## src/rtl/regdump_pkg.sv

```systemverilog
// Shared definitions for the register-file dump engine.
// The CSUM state is only reached when REGDUMP_CHECKSUM_EN is defined.
package regdump_pkg;

  localparam int DEF_XLEN  = 32;
  localparam int DEF_NREGS = 32;
  localparam int DEF_AW    = 5;

  typedef enum logic [2:0] {
    ST_IDLE  = 3'd0,
    ST_FETCH = 3'd1,
    ST_SEND  = 3'd2,
    ST_CSUM  = 3'd3,
    ST_DONE  = 3'd4
  } regdump_state_t;

endpackage

```

## src/rtl/regfile_dump.sv

```systemverilog
// regfile_dump: while the core is halted, walks register indices
// 0..NREGS-1 over a spare combinational read port and streams each value
// over a valid/ready interface.
// Optional feature macro: REGDUMP_CHECKSUM_EN appends an XOR checksum beat.
module regfile_dump
  import regdump_pkg::*;
#(
  parameter int XLEN  = DEF_XLEN,
  parameter int NREGS = DEF_NREGS,
  parameter int AW    = DEF_AW
) (
  input  logic            clk,
  input  logic            rst,
  input  logic            start,
  input  logic            halted,
  output logic [AW-1:0]   rd_addr,
  input  logic [XLEN-1:0] rd_data,
  output logic            out_valid,
  input  logic            out_ready,
  output logic [XLEN-1:0] out_data,
  output logic [AW-1:0]   out_idx,
  output logic            out_last,
  output logic            busy,
  output logic            done
);

  // The counter is one bit wider than the index so that NREGS == 2**AW
  // reaches its last value without wrapping.
  localparam int CW = AW + 1;
  localparam logic [AW:0] LAST_CNT = CW'(NREGS - 1);
  localparam logic [AW:0] CNT_ONE  = CW'(1);

  regdump_state_t  state_r;
  logic [AW:0]     cnt_r;
  logic [AW-1:0]   rd_addr_r;
  logic            out_valid_r;
  logic [XLEN-1:0] out_data_r;
  logic [AW-1:0]   out_idx_r;
  logic            out_last_r;
  logic            busy_r;
  logic            done_r;
  logic            hs_s;
  logic [AW:0]     cnt_next_s;

`ifdef REGDUMP_CHECKSUM_EN
  logic [XLEN-1:0] csum_r;

  // Running checksum: XOR-fold of every accepted register beat.
  function automatic logic [XLEN-1:0] csum_fold(input logic [XLEN-1:0] acc,
                                                input logic [XLEN-1:0] beat);
    return acc ^ beat;
  endfunction
`endif

  assign hs_s       = out_valid_r & out_ready;
  assign cnt_next_s = cnt_r + CNT_ONE;

  assign rd_addr   = rd_addr_r;
  assign out_valid = out_valid_r;
  assign out_data  = out_data_r;
  assign out_idx   = out_idx_r;
  assign out_last  = out_last_r;
  assign busy      = busy_r;
  assign done      = done_r;

  // Dump FSM with registered outputs; the handshake only moves state, so
  // nothing on the output side depends combinationally on out_ready.
  always_ff @(posedge clk or posedge rst) begin
    if (rst) begin
      state_r     <= ST_IDLE;
      cnt_r       <= '0;
      rd_addr_r   <= '0;
      out_valid_r <= 1'b0;
      out_data_r  <= '0;
      out_idx_r   <= '0;
      out_last_r  <= 1'b0;
      busy_r      <= 1'b0;
      done_r      <= 1'b0;
`ifdef REGDUMP_CHECKSUM_EN
      csum_r      <= '0;
`endif
    end else begin
      case (state_r)
        ST_IDLE: begin
          if (start && halted) begin
            cnt_r     <= '0;
            rd_addr_r <= '0;
            busy_r    <= 1'b1;
            state_r   <= ST_FETCH;
`ifdef REGDUMP_CHECKSUM_EN
            csum_r    <= '0;
`endif
          end else begin
            state_r <= ST_IDLE;
          end
        end
        ST_FETCH: begin
          out_data_r  <= rd_data;
          out_idx_r   <= cnt_r[AW-1:0];
`ifdef REGDUMP_CHECKSUM_EN
          out_last_r  <= 1'b0;
`else
          out_last_r  <= (cnt_r == LAST_CNT);
`endif
          out_valid_r <= 1'b1;
          state_r     <= ST_SEND;
        end
        ST_SEND: begin
          if (hs_s) begin
            if (cnt_r < LAST_CNT) begin
              cnt_r       <= cnt_next_s;
              rd_addr_r   <= cnt_next_s[AW-1:0];
              out_valid_r <= 1'b0;
              state_r     <= ST_FETCH;
`ifdef REGDUMP_CHECKSUM_EN
              csum_r      <= csum_fold(csum_r, out_data_r);
`endif
            end else begin
`ifdef REGDUMP_CHECKSUM_EN
              // Fold the final register into the checksum beat directly.
              csum_r     <= csum_fold(csum_r, out_data_r);
              out_data_r <= csum_fold(csum_r, out_data_r);
              out_idx_r  <= '0;
              out_last_r <= 1'b1;
              state_r    <= ST_CSUM;
`else
              out_valid_r <= 1'b0;
              out_last_r  <= 1'b0;
              done_r      <= 1'b1;
              state_r     <= ST_DONE;
`endif
            end
          end else begin
            state_r <= ST_SEND;
          end
        end
`ifdef REGDUMP_CHECKSUM_EN
        ST_CSUM: begin
          if (hs_s) begin
            out_valid_r <= 1'b0;
            out_last_r  <= 1'b0;
            done_r      <= 1'b1;
            state_r     <= ST_DONE;
          end else begin
            state_r <= ST_CSUM;
          end
        end
`endif
        ST_DONE: begin
          done_r  <= 1'b0;
          busy_r  <= 1'b0;
          state_r <= ST_IDLE;
        end
        default: begin
          out_valid_r <= 1'b0;
          out_last_r  <= 1'b0;
          done_r      <= 1'b0;
          busy_r      <= 1'b0;
          state_r     <= ST_IDLE;
        end
      endcase
    end
  end

endmodule

```

## config.mk

```make
export PLATFORM = sky130hd
export DESIGN_NAME = regfile_dump
export DESIGN_NICKNAME = d
export VERILOG_FILES = /design/src/rtl/regdump_pkg.sv /design/src/rtl/regfile_dump.sv
export SDC_FILE = /design/constraint.sdc
export NUM_CORES = 1
export LEC_CHECK = 0
export BUFFER_PORTS_ARGS = -buffer_cell sky130_fd_sc_hd__buf_2
export CORE_MARGIN = 2
export CORE_UTILIZATION = 52
export CTS_BUF_LIST = sky130_fd_sc_hd__clkbuf_16
export DETAILED_ROUTE_END_ITERATION = 7
export MAX_ROUTING_LAYER = met4
export PLACE_DENSITY = 0.94
export SLEW_MARGIN = 10
export SYNTH_ARGS = -nofsm -noshare
export SYNTH_HDL_FRONTEND = slang
export SYNTH_SLANG_ARGS = --single-unit
```

## constraint.sdc

```tcl
create_clock -name clk -period 2.5 [get_ports clk]
set_input_delay 0.5 -clock clk [delete_from_list [all_inputs] [get_ports clk]]
set_output_delay 0.5 -clock clk [all_outputs]
set_load 0.005 [all_outputs]
```

# Word level (Yosys, flattened, before mapping)
# Index checks and enable logic that the tools add are counted.
# W data, S select, Z words.
[totals] regBits=55 in_bits=37 out_inout_bits=46 word_cells=56
[op_classes] n_addsub=1 order_cmp=1 n_eq_ne=8 muxes=22 n_bitwise=4 n_reduce_logical=11
[op_table] op="$mux W6" count=3
[op_table] op="$mux W5" count=3
[op_table] op="$pmux W6 S2" count=1
[op_table] op="$pmux W5 S2" count=1
[op_table] op="$pmux W3 S3" count=1
[op_table] op="$ne A2 B2 Y1 const B" count=4
[op_table] op="$mux W1" count=7
[op_table] op="$add A6 B1 Y6 const B" count=1
[op_table] op="$eq A6 B5 Y1 const B" count=1
[op_table] op="$lt A6 B5 Y1 const B" count=1
[op_table] op="$mux W3" count=2
[op_table] op="$pmux W1 S3" count=2
[op_table] op="$reduce_and A3 Y1" count=2
[op_table] op="$reduce_or A2 Y1" count=3
[op_table] op="$pmux W1 S2" count=2
[op_table] op="$reduce_and A2 Y1" count=2
[op_table] op="$reduce_and A4 Y1" count=1
[op_table] op="$eq A3 B1 Y1 const B" count=1
[op_table] op="$eq A3 B2 Y1 const B" count=1
[op_table] op="$eq A3 B3 Y1 const B" count=1
[op_table] op="$logic_not A3 Y1" count=1
[op_table] op="$not A1 Y1" count=3
[op_table] op="$reduce_bool A2 Y1" count=1
[op_table] op="$and A1 B1 Y1" count=1
[op_table] op="$logic_and A1 B1 Y1" count=1

# Depth between registers and ports, before layout
[depth] ltp_word=4 mapped_depth=5 mapped_depth_nobuf=4

# Least setup slack after synthesis
# No wires, ideal clock.
[synth_path] kind="flip-flop to flip-flop" startpoint="register cnt_r[0]" endpoint="register cnt_r[1]" setup_ns=0.122 arrival_time_ns=1.410 required_time_ns=2.378 setup_slack_ns=0.968 stages_incl_launch_ff=5 n_path_buf=0 period_less_slack_ns=1.532 path_cell_list="dfrtp_1 > ha_1 > a41oi_1 > nand4_2 > a32o_1"
[synth_via] elab_chain_cells=4 elab_cells_between_ends=7 classes_between="add/sub (1); order compare (1); eq/ne (1); mux (3); reduce/logical (1)"
[synth_lines] element="start, declared" line_no="regfile_dump.sv:34" text="logic [AW:0] cnt_r;"
[synth_lines] element="start signal, assigned" line_no="regfile_dump.sv:111" text="cnt_r <= cnt_next_s;"
[synth_lines] element="$add A6 B1 Y6" line_no="regfile_dump.sv:56" text="assign cnt_next_s = cnt_r + CNT_ONE;"
[synth_lines] element="$mux W6" line_no="regfile_dump.sv:110" text="if (cnt_r < LAST_CNT) begin"
[synth_lines] element="$mux W6" line_no="regfile_dump.sv:109" text="if (hs_s) begin"
[synth_lines] element="$pmux W6 S2" line_no="regfile_dump.sv:83" text="case (state_r)"
# Parallel ways exist; a longest one is shown, timed or not. The select of a mux whose other input is x is not followed.
# A chain may end at the register's enable or synchronous reset.

# Worst setup path in the final report
[layout_path] startpoint="register state_r[2]" endpoint="register out_data_r[5], in the netlist out_data[5]"
[layout_via] elab_chain_cells=1
[layout_lines] element="start, declared" line_no="regfile_dump.sv:33" text="regdump_state_t state_r;"
[layout_lines] element="start signal, assigned" line_no="regfile_dump.sv:70" text="state_r <= ST_IDLE;"
[layout_lines] element="start signal, assigned" line_no="regfile_dump.sv:89" text="state_r <= ST_FETCH;"
[layout_lines] element="start signal, assigned" line_no="regfile_dump.sv:94" text="state_r <= ST_IDLE;"
[layout_lines] element="$eq A3 B1 Y1" line_no="regfile_dump.sv:83"
[layout_lines] element="end signal, assigned" line_no="regfile_dump.sv:98" text="out_data_r <= rd_data;"
[layout_lines] element="end, declared" line_no="regfile_dump.sv:37" text="logic [XLEN-1:0] out_data_r;"
# Every way passes these cells.

==> out/results.ini <==
[placed_design]
place_area_sq_um = 2527
io_buffers = 82
gp_congestion = 0.8440
place_inst = 270
dp.final_hpwl_microns = 3078

[logic_synthesis]
ys_top_cells_by_area = dfrtp_1 59%, mux2_2 20%, buf_4 3.5%
ys_seq_area_share_pct = 59.10
synth_top_cell_by_area = dfrtp_1
ys_async_sr_fraction_pct = 100.0
synth_edf_count = 0
avgSynthCellArea_sq_um = 14.30
yosysUniqueCellTypes = 38
synthFlopType = dfrtp_1
syn_nets = 186
synth.yosys.warnings = 0
synth_seq_cells = 50
syn_area_sq_um = 2117
syn_inst = 148
yosys.area.top_type_share_pct = 59.10

[min_path]
hold_class = input pin to async pin

[critical_path]
cp.arrival_ps = 1880
worstSetupStartpointType = flip-flop
cp.required_ps = 2670
worstPathCellList = nor3b_4 -> buf_4 -> mux2_2
path_class = flip-flop to flip-flop
crit_fanout = 40
cp_top_family = flip-flops
crit_slowest_cell = dfrtp_1
crit_buf_inv = 1
cp_slowest_stage_delay_ps = 500
cp-end-kind = flip-flop

[detailed_routing]
ant_nets = 0
routed_wl_microns = 4337
wl_per_cell_microns = 15.60
route.detailed.drc = 0
via_per_inst = 5.547
first_pass_iters = 4
drt_iter0_markers = 129
vias = 1542

[floorplan]
rows = 23
die_w_microns = 67.81
fp.dieArea_sq_um = 4598
start_util_pct = 53.31
core-area_sq_um = 3971
die_height_microns = 67.81
io_pins = 83

[clocking]
cts_resized = 0
postCtsSetupBuffers = 0
hold_buffers = 0
tritoncts = done
cts-root-buf = clkbuf_16
clk_path_buf_depth = 2
htree_levels = 2
path_clk_slew_ps = 70
numCtsBuffers = 5
insertion_delay_ps = 290
clock_sinks = 50

[global_routing]
grt_pass1_wl_microns = 6851
grt_use_total_pct = 21.26
grt_util_met1_pct = 26.32
grt_util_met2_pct = 31.25
first_global_vias = 1498
grt_max_degree = 51
grt_busiest_layer = met2
grt_overflow = 0
use_met3_pct = 5.833
antenna_found_initial = 0

[sta]
rsz0062_at_grt = false
drv_slew = 0
max_freq_mhz = 584.7
tns_ps = 0
finalCritPeriodShare_pct = 68.41
fin_skew_ps = 8.653
max_slew.worst_pin.slew_ps = 595.2
fin_crit_ps = 1710
hold_viol = 0
finalSetupViolCount = 0
holdWs_ps = 365.9
worst_slew_margin_rel_pct = 60.32

[final_layout]
area_delta_synth_final_pct = 26.30
drive_gt1_share_pct = 58.77
fin_area_sq_um = 2674
insertedDiodeCount = 0
fin_cells = 278
layout.nets = 265

[power]
pwr_density_cell_nw_per_um2 = 1136
p_total_uw = 3039
worst_ir_drop_vdd_uv = 698.7
p_leak_uw = 0.001332

[run]
drv_cap = 0

[run_status]
status = completed

flip-flops by register name, indices dropped and copies added (netlist names):
register	cells
out_data	32
busy	1
out_idx	5
done	1
out_valid	1
state_r	3
out_last	1
cnt_r	6
layer usage:
layer	part of all wire (%)	vias to the layer above
li1	-	699
met1	41	758
met2	49	79
met3	8.0	6
met4	2.0	0
met5	0	-
synth_stat cells (2+ instances only):
cell,instances
a32o_1,3
a41oi_1,2
buf_4,10
dfrtp_1,50
inv_1,3
mux2_2,37
mux2i_1,2
nand2_1,3
nand2b_1,2
nand3_1,4
nor2_1,2
nor4bb_1,2
o21ai_0,3
cells in the final DEF, fill, tap and decap left out, types with 3 or more instances in the layout:
cell       count
dfrtp_1       50
nand2_1        3
nand3_1        4
o21ai_0        3
buf_2         82
a32o_1         3
clkbuf_16      5
mux2_2        37
cell families (layout without fill, tap and decap cells):
| logic type | Yosys count | in the layout | synth area share (%) |
|---|---|---|---|
| AOI/OAI and AO/OA | 19 | 19 | 6.915 |
| adders and majority gates | 1 | 1 | 0.5909 |
| buffers and inverters | 15 | 95 | 4.491 |
| DFF | 50 | 50 | 59.10 |
| muxes | 40 | 40 | 21.16 |
| and+or+nand+nor | 23 | 23 | 7.743 |
stage by stage:
step | utilization, % | worst slack [ps]
after floorplan | - | 798.8
after global placement | 63.64 | 828.8
after detailed placement | 63.64 | 786.4
after CTS | 67.33 | 789.3
after global routing | 67.33 | 698.4
final | 67.33 | 789.8
final cells by class:
| type | count | area, sq um |
|---|---|---|
| timing repair buffer | 84 | 425.4 |
| sequential | 50 | 1251 |
| inverter | 3 | 11.26 |
| fill | 291 | 1297 |
| multi-input combinational | 83 | 777.0 |
| tap | 50 | 62.56 |
| clock inverter | 3 | 21.27 |
| clock buffer | 5 | 125.1 |
power by group:
| part | switching [uW] | internal (uW) | total (uW) | leakage [uW] |
|---|---|---|---|---|
| sequential | 222 | 1150 | 1370 | 0.000619 |
| combinational | 404 | 608 | 1010 | 0.000642 |
| clock | 286 | 371 | 656 | 0.0000714 |
path summary, 6_finish.rpt:
check	from	to	slack [ps]	depth (start not counted)
hold reg to reg	out_data[9]	out_data[9]	500	1
max in group asynchronous	rst	out_data[6]	1730	3
setup reg to reg	state_r[2]	out_data[5]	790	3
hold / removal	rst	out_data[18]	370	3
min in group clk	rd_data[27]	out_data[27]	440	2
setup / recovery	state_r[2]	out_data[5]	790	3
worst min-delay path: stages:
cell,delay (ps)
buf_2,100
inv_2,30
buf_4,490
Power figures use the tool's default switching activity.
